## src/rtl/glob_cmd_scheduler.sv

```systemverilog
// glob_cmd_scheduler
// Global-side command scheduler for a ring of local prefetch controllers.
// Host commands are buffered in an in-order FIFO and issued one per cycle at
// most, as one-cycle strobes, with a minimum spacing per target controller.
// A scenario request drains all pending work, waits for every cooldown to
// expire, then emits a single-cycle scenario_update strobe.
//
// Ports
//   CLK, reset             clock, synchronous active-high reset
//   cmd_valid/cmd_ready    host command handshake
//   cmd_type               0 = delay/dest, 1 = prefetch
//   cmd_target             target controller index
//   cmd_addr_a/_b, cmd_dest command payload
//   scenario_req           request a scenario update
//   glob_controller_*      one-hot delay/dest issue strobe and data buses
//   glob_prefetch_*        one-hot prefetch issue strobe and data buses
//   scenario_update        one-cycle strobe to all controllers
//   busy                   work pending, cooling, or scenario sequence active
module glob_cmd_scheduler #(
  parameter int unsigned address_vector_width = 8,
  parameter int unsigned sample_address_width = 8,
  parameter int unsigned n_ctrl               = 4,
  parameter int unsigned fifo_depth           = 4,
  parameter int unsigned min_gap              = 4
) (
  input  logic                            CLK,
  input  logic                            reset,
  input  logic                            cmd_valid,
  output logic                            cmd_ready,
  input  logic                            cmd_type,
  input  logic [1:0]                      cmd_target,
  input  logic [sample_address_width-1:0] cmd_addr_a,
  input  logic [sample_address_width-1:0] cmd_addr_b,
  input  logic [address_vector_width-1:0] cmd_dest,
  input  logic                            scenario_req,
  output logic [n_ctrl-1:0]               glob_controller_valid,
  output logic [sample_address_width-1:0] glob_controller_delay,
  output logic [address_vector_width-1:0] glob_dest_addr,
  output logic [n_ctrl-1:0]               glob_prefetch_valid,
  output logic [sample_address_width-1:0] glob_prefetch_start,
  output logic [sample_address_width-1:0] glob_prefetch_stop,
  output logic [address_vector_width-1:0] glob_prefetch_dest,
  output logic                            scenario_update,
  output logic                            busy
);

  localparam int unsigned TGT_W = 2;
  localparam int unsigned CD_W  = $clog2(min_gap + 1);
  localparam int unsigned PTR_W = $clog2(fifo_depth);
  localparam int unsigned CNT_W = $clog2(fifo_depth + 1);

  typedef struct packed {
    logic                            typ;
    logic [TGT_W-1:0]                target;
    logic [sample_address_width-1:0] addr_a;
    logic [sample_address_width-1:0] addr_b;
    logic [address_vector_width-1:0] dest;
  } cmd_t;

  typedef enum logic [1:0] {
    S_IDLE,
    S_DRAIN,
    S_WAIT,
    S_UPDATE
  } state_e;

  // Storage and control state
  cmd_t             mem_q [fifo_depth];
  logic [PTR_W-1:0] wr_ptr_q, wr_ptr_d;
  logic [PTR_W-1:0] rd_ptr_q, rd_ptr_d;
  logic [CNT_W-1:0] count_q, count_d;
  logic [CD_W-1:0]  cd_q [n_ctrl];
  logic [CD_W-1:0]  cd_d [n_ctrl];
  state_e           state_q, state_d;

  // Registered outputs
  logic [n_ctrl-1:0]               ctrl_valid_q, ctrl_valid_d;
  logic [sample_address_width-1:0] delay_q, delay_d;
  logic [address_vector_width-1:0] dest_q, dest_d;
  logic [n_ctrl-1:0]               pf_valid_q, pf_valid_d;
  logic [sample_address_width-1:0] pf_start_q, pf_start_d;
  logic [sample_address_width-1:0] pf_stop_q, pf_stop_d;
  logic [address_vector_width-1:0] pf_dest_q, pf_dest_d;
  logic                            update_q, update_d;
  logic                            busy_q, busy_d;
  logic                            ready_q, ready_d;

  // Combinational helpers
  cmd_t              cmd_in_c;
  cmd_t              head_c;
  logic              push_c;
  logic              issue_c;
  logic              cd_all_zero_c;
  logic              cd_any_next_c;
  logic [n_ctrl-1:0] onehot_c;

  assign cmd_in_c = {cmd_type, cmd_target, cmd_addr_a, cmd_addr_b, cmd_dest};
  assign head_c   = mem_q[rd_ptr_q];
  assign push_c   = cmd_valid && ready_q;
  // Strict in-order issue: a cooling head blocks everything behind it.
  assign issue_c  = (count_q != '0) && (cd_q[head_c.target] == '0);

  // Scenario sequencing
  always_comb begin
    cd_all_zero_c = 1'b1;
    for (int k = 0; k < n_ctrl; k++) begin
      if (cd_q[k] != '0) cd_all_zero_c = 1'b0;
    end
    state_d = state_q;
    unique case (state_q)
      S_IDLE:   if (scenario_req) state_d = S_DRAIN;
      S_DRAIN:  if (count_q == '0) state_d = S_WAIT;
      S_WAIT:   if (cd_all_zero_c) state_d = S_UPDATE;
      S_UPDATE: state_d = S_IDLE;
      default:  state_d = S_IDLE;
    endcase
  end

  // FIFO pointers/occupancy and per-controller cooldowns
  always_comb begin
    wr_ptr_d = wr_ptr_q;
    rd_ptr_d = rd_ptr_q;
    count_d  = count_q;
    if (push_c) wr_ptr_d = PTR_W'(wr_ptr_q + 1'b1);
    if (issue_c) rd_ptr_d = PTR_W'(rd_ptr_q + 1'b1);
    unique case ({push_c, issue_c})
      2'b10:   count_d = CNT_W'(count_q + 1'b1);
      2'b01:   count_d = CNT_W'(count_q - 1'b1);
      default: count_d = count_q;
    endcase

    cd_any_next_c = 1'b0;
    for (int k = 0; k < n_ctrl; k++) begin
      cd_d[k] = (cd_q[k] != '0) ? CD_W'(cd_q[k] - 1'b1) : '0;
    end
    // Loading min_gap-1 here yields exactly min_gap edges between issues.
    if (issue_c) cd_d[head_c.target] = CD_W'(min_gap - 1);
    for (int k = 0; k < n_ctrl; k++) begin
      if (cd_d[k] != '0) cd_any_next_c = 1'b1;
    end
  end

  // Issue strobes and data buses; idle buses are driven to zero
  always_comb begin
    onehot_c     = '0;
    ctrl_valid_d = '0;
    delay_d      = '0;
    dest_d       = '0;
    pf_valid_d   = '0;
    pf_start_d   = '0;
    pf_stop_d    = '0;
    pf_dest_d    = '0;
    onehot_c[head_c.target] = 1'b1;
    if (issue_c) begin
      if (head_c.typ) begin
        pf_valid_d = onehot_c;
        pf_start_d = head_c.addr_a;
        pf_stop_d  = head_c.addr_b;
        pf_dest_d  = head_c.dest;
      end else begin
        ctrl_valid_d = onehot_c;
        delay_d      = head_c.addr_a;
        dest_d       = head_c.dest;
      end
    end
    update_d = (state_d == S_UPDATE);
    busy_d   = (count_d != '0) || cd_any_next_c || (state_d != S_IDLE);
    ready_d  = (count_d != CNT_W'(fifo_depth)) && (state_d == S_IDLE);
  end

  // FIFO payload storage; contents are don't-care while the FIFO is empty
  always_ff @(posedge CLK) begin
    if (push_c) mem_q[wr_ptr_q] <= cmd_in_c;
  end

  // State and output registers
  always_ff @(posedge CLK) begin
    if (reset) begin
      wr_ptr_q     <= '0;
      rd_ptr_q     <= '0;
      count_q      <= '0;
      state_q      <= S_IDLE;
      for (int k = 0; k < n_ctrl; k++) cd_q[k] <= '0;
      ctrl_valid_q <= '0;
      delay_q      <= '0;
      dest_q       <= '0;
      pf_valid_q   <= '0;
      pf_start_q   <= '0;
      pf_stop_q    <= '0;
      pf_dest_q    <= '0;
      update_q     <= 1'b0;
      busy_q       <= 1'b0;
      ready_q      <= 1'b1;
    end else begin
      wr_ptr_q     <= wr_ptr_d;
      rd_ptr_q     <= rd_ptr_d;
      count_q      <= count_d;
      state_q      <= state_d;
      for (int k = 0; k < n_ctrl; k++) cd_q[k] <= cd_d[k];
      ctrl_valid_q <= ctrl_valid_d;
      delay_q      <= delay_d;
      dest_q       <= dest_d;
      pf_valid_q   <= pf_valid_d;
      pf_start_q   <= pf_start_d;
      pf_stop_q    <= pf_stop_d;
      pf_dest_q    <= pf_dest_d;
      update_q     <= update_d;
      busy_q       <= busy_d;
      ready_q      <= ready_d;
    end
  end

  assign cmd_ready             = ready_q;
  assign glob_controller_valid = ctrl_valid_q;
  assign glob_controller_delay = delay_q;
  assign glob_dest_addr        = dest_q;
  assign glob_prefetch_valid   = pf_valid_q;
  assign glob_prefetch_start   = pf_start_q;
  assign glob_prefetch_stop    = pf_stop_q;
  assign glob_prefetch_dest    = pf_dest_q;
  assign scenario_update       = update_q;
  assign busy                  = busy_q;

endmodule

```

## config.mk

```make
export PLATFORM = sky130hd
export DESIGN_NAME = glob_cmd_scheduler
export DESIGN_NICKNAME = d
export VERILOG_FILES = /design/src/rtl/glob_cmd_scheduler.sv
export SDC_FILE = /design/constraint.sdc
export NUM_CORES = 1
export LEC_CHECK = 0
export CAP_MARGIN = 20
export CORE_MARGIN = 3
export CORE_UTILIZATION = 49
export DETAILED_ROUTE_END_ITERATION = 10
export PLACE_DENSITY = 0.81
export SLEW_MARGIN = 20
export SYNTH_ARGS = -nofsm -noshare
export SYNTH_HDL_FRONTEND = slang
export SYNTH_SLANG_ARGS = --single-unit
```

## constraint.sdc

```tcl
create_clock -name CLK -period 3.3 [get_ports CLK]
set_input_delay 0.66 -clock CLK [delete_from_list [all_inputs] [get_ports CLK]]
set_output_delay 0.66 -clock CLK [all_outputs]
set_load 0.01 [all_outputs]
```

==> reports/qor.yml <==
final_layout_size_suffix_gt1_share_pct: 17.25
portBuffers: 81
ir_worst_vdd_mv: 0.4041
worst-path-stages: 12
synth.area.top_cells: "edfxtp_1, dfxtp_1, mux4_2"
r2r_cells: 12
clock-root-buffer: "clkbuf_16"
r2r_slack_ns: 0.11
core-area_mm2: 0.01272
critical_path_class: "reg -> reg"
required_ns: 3.59
setup.worst_path.start_class: "flip-flop"
ios: 82
start_util_pct: 50.43
async_flop_share_pct: 0
synth_xor_area_share_pct: 0.8190
synth_simple_gate_area_share_pct: 10.10
vias_per_cell: 5.235
met1_usage_pct: 21.56
hold_path_class: "reg -> reg"
clock_latency_ns: 0.43
endpoint: "busy$_SDFF_PP0_"
vias: 3455
cts_hold_buf: 0
slowest_delay_ns: 0.53
h-tree-depth: 4
critPathCaptureType: "flip-flop"
routed_wl_um: 12050
mostFrequentLayoutCells: "edfxtp_1, clkdlybuf4s50_1, dfxtp_1, mux4_2, and3_1"
synth_edf_count: 108
die_h_um: 120.4
synth_top_family_by_area: "multiplexers"
synth.avg_cell_area_um2: 16.93
yosys.area.top_type: "edfxtp_1"
tightest_slew_ns: 1.060
maxSlewHeadroom_pct: 29.32
clk_pin_slew_ns: 0.07
nets: 511
clk_path_buf_depth: 2
crit_buf_inv: 2
grt_overflow: 0
die_w_um: 120.4
dieArea_mm2: 0.01450
cts_tree: "yes"
path_cells: "mux4_2 > mux4_2 > nand2_1 > inv_1 > ha_1 > inv_1 > fa_1 > nor2b_2 > mux2_2 > nand3_1 > nor4bb_1 > a41oi_1"
synth_top_area_share_pct: 50.55
layout_setup_ws_ns: 0.1076
busiest_layer: "met2"
drtIter0Drc: 273
antenna_found_initial: 1
grt_start_max_net_pins: 29
synthesis.area_mm2: 0.006416
tns_ns: 0
grt_pass1_vias: 3602
power_density_mw_per_mm2: 840.3
track_usage_pct: 17.58
dp_hpwl_um: 7444
place.gp.congestion: 0.8566
critPathArrivalTime_ns: 3.48
route.detailed.wl_per_inst_um: 18.25
dp_slack_ns: 0.09529
fmax_ghz: 0.3132
synthMuxAreaShare_pct: 10.28
drc: 0
synth_cell_types: 45
maxSlewViolCount: 0
syn_nets: 416
fin_util_pct: 63.48
synth_compound_area_share_pct: 1.931
ys_seq_area_share_pct: 73.63
cts_num_sinks: 182
grt_pass1_wl_um: 18950
outcome: "finished, final reports clean"
yosysWarningCount: 0
r2r_end: "busy$_SDFF_PP0_"
crit_family: "multiplexers"
area_growth_pct: 25.88
rsz0062_at_grt: "false"
drt_first_pass_iters: 5
hold_viol_final: 0
synth-adder-area-share_pct: 1.287
ys_ff_latch: 182
mostFrequentLayoutCell: "edfxtp_1"
timing.final.crit_share_pct: 96.74
synth-main-ff-cell: "edfxtp_1"
grt_use_met2_pct: 28.26
total_power_mw: 6.787
use_met3_pct: 5.566
rows: 41
drv_cap: 0
detail-route-antenna-nets: 0
worstPathMaxFanout: 3
numCtsBuffers: 17
setup_viol: 0
leakagePower_nw: 2.856
fin_crit_ns: 3.192
fin_skew_ns: 0.008369
syn_inst: 379
cpMaxStageDelayCell: "mux4_2"
-- worst min-delay path by stage --
stage,start,end,cells past startpoint
after floorplan,wr_ptr_q[1]$_SDFFE_PP0P_,wr_ptr_q[1]$_SDFFE_PP0P_,2
after global placement,cd_q[1][2]$_SDFF_PP0_,cd_q[1][2]$_SDFF_PP0_,2
after detailed placement,cd_q[2][0]$_SDFF_PP0_,cd_q[2][0]$_SDFF_PP0_,1
after CTS,cd_q[0][0]$_SDFF_PP0_,cd_q[0][1]$_SDFF_PP0_,2
after global routing,wr_ptr_q[1]$_SDFFE_PP0P_,wr_ptr_q[1]$_SDFFE_PP0P_,2
final,cd_q[0][0]$_SDFF_PP0_,cd_q[0][1]$_SDFF_PP0_,2
-- flip-flops by register name, summed over array words and instances, names as in the netlist, named ones only --
| name | flops |
|---|---|
| glob_prefetch_valid | 4 |
| glob_prefetch_start | 8 |
| scenario_update | 1 |
| glob_controller_valid | 4 |
| glob_controller_delay | 8 |
| cd_q | 12 |
| count_q | 3 |
| glob_prefetch_dest | 8 |
| mem_q | 108 |
| glob_dest_addr | 8 |
| busy | 1 |
| rd_ptr_q | 2 |
| state_q | 2 |
| wr_ptr_q | 2 |
| glob_prefetch_stop | 8 |
| cmd_ready | 1 |
-- metrics by stage --
step | area, um2 | hold slack [ns] | instances
2_1_floorplan | 6416 | 0.4692 | 379
3_3_place_gp | 7423 | 0.4861 | 626
3_5_place_dp | 7423 | 0.4979 | 626
4_1_cts | 8064 | 0.5248 | 658
5_1_grt | 8077 | 0.5503 | 660
6_report | 8077 | 0.5217 | 660
-- worst register-to-register path, cell delays in order, from the launching register on --
cell      delay, ns
dfxtp_2        0.36
mux4_2         0.53
mux4_2         0.37
nand2_1        0.11
inv_1          0.08
ha_1           0.17
inv_1          0.06
fa_1           0.48
nor2b_2        0.15
mux2_2         0.18
nand3_1        0.09
nor4bb_1       0.33
a41oi_1        0.15
-- final cells by class --
| type | instances | area [um2] |
|---|---|---|
| flip-flops and latches | 182 | 4726 |
| fillers | 922 | 4646 |
| multi-input cells | 172 | 1569 |
| repair buffers | 91 | 885.9 |
| clock buffers | 17 | 425.4 |
| clock inverters | 15 | 215.2 |
| well taps | 172 | 215.2 |
| inverters | 10 | 37.54 |
| diodes | 1 | 2.502 |
-- power by group --
group / leakage, nW / switching, mW / internal [mW]
clock network: 0.309 / 0.869 / 1.29
registers: 1.59 / 0.146 / 2.76
logic: 0.960 / 0.866 / 0.857
-- logic make-up after synthesis --
logic type      count (synthesis)
buf+inv                        25
fa+ha+maj                       6
xor+xnor                        6
simple gates                  112
flops                         182
mux                            30
compound gates                 18
-- metal layers --
layer	part of all wire, %	vias to the layer above
met3	6.7	30
met2	49	134
met5	0	-
met1	41	1685
met4	2.9	0
li1	-	1606
-- cells in the mapped netlist (2+ instances only) --
library cell and number:
ha_1 5, a31oi_1 2, o21bai_1 2, and3_1 22, mux4_2 26, nand2_1 9, nand3_1 3, o21ai_0 2
and2_4 10, xnor2_1 2, xor2_1 4, edfxtp_1 108, buf_6 4, dfxtp_1 74, clkbuf_1 9, nor2b_1 7
and2_1 15, nor3b_1 3, a21oi_1 5, mux4_1 2, inv_1 10, nor3_1 12, nor2_1 21
-- what timing repair did --
item	CTS	global route
endpoints found under the setup margin	0	1
setup buffers	0	1
resized for setup	0	1
Power figures use the tool's default switching activity.
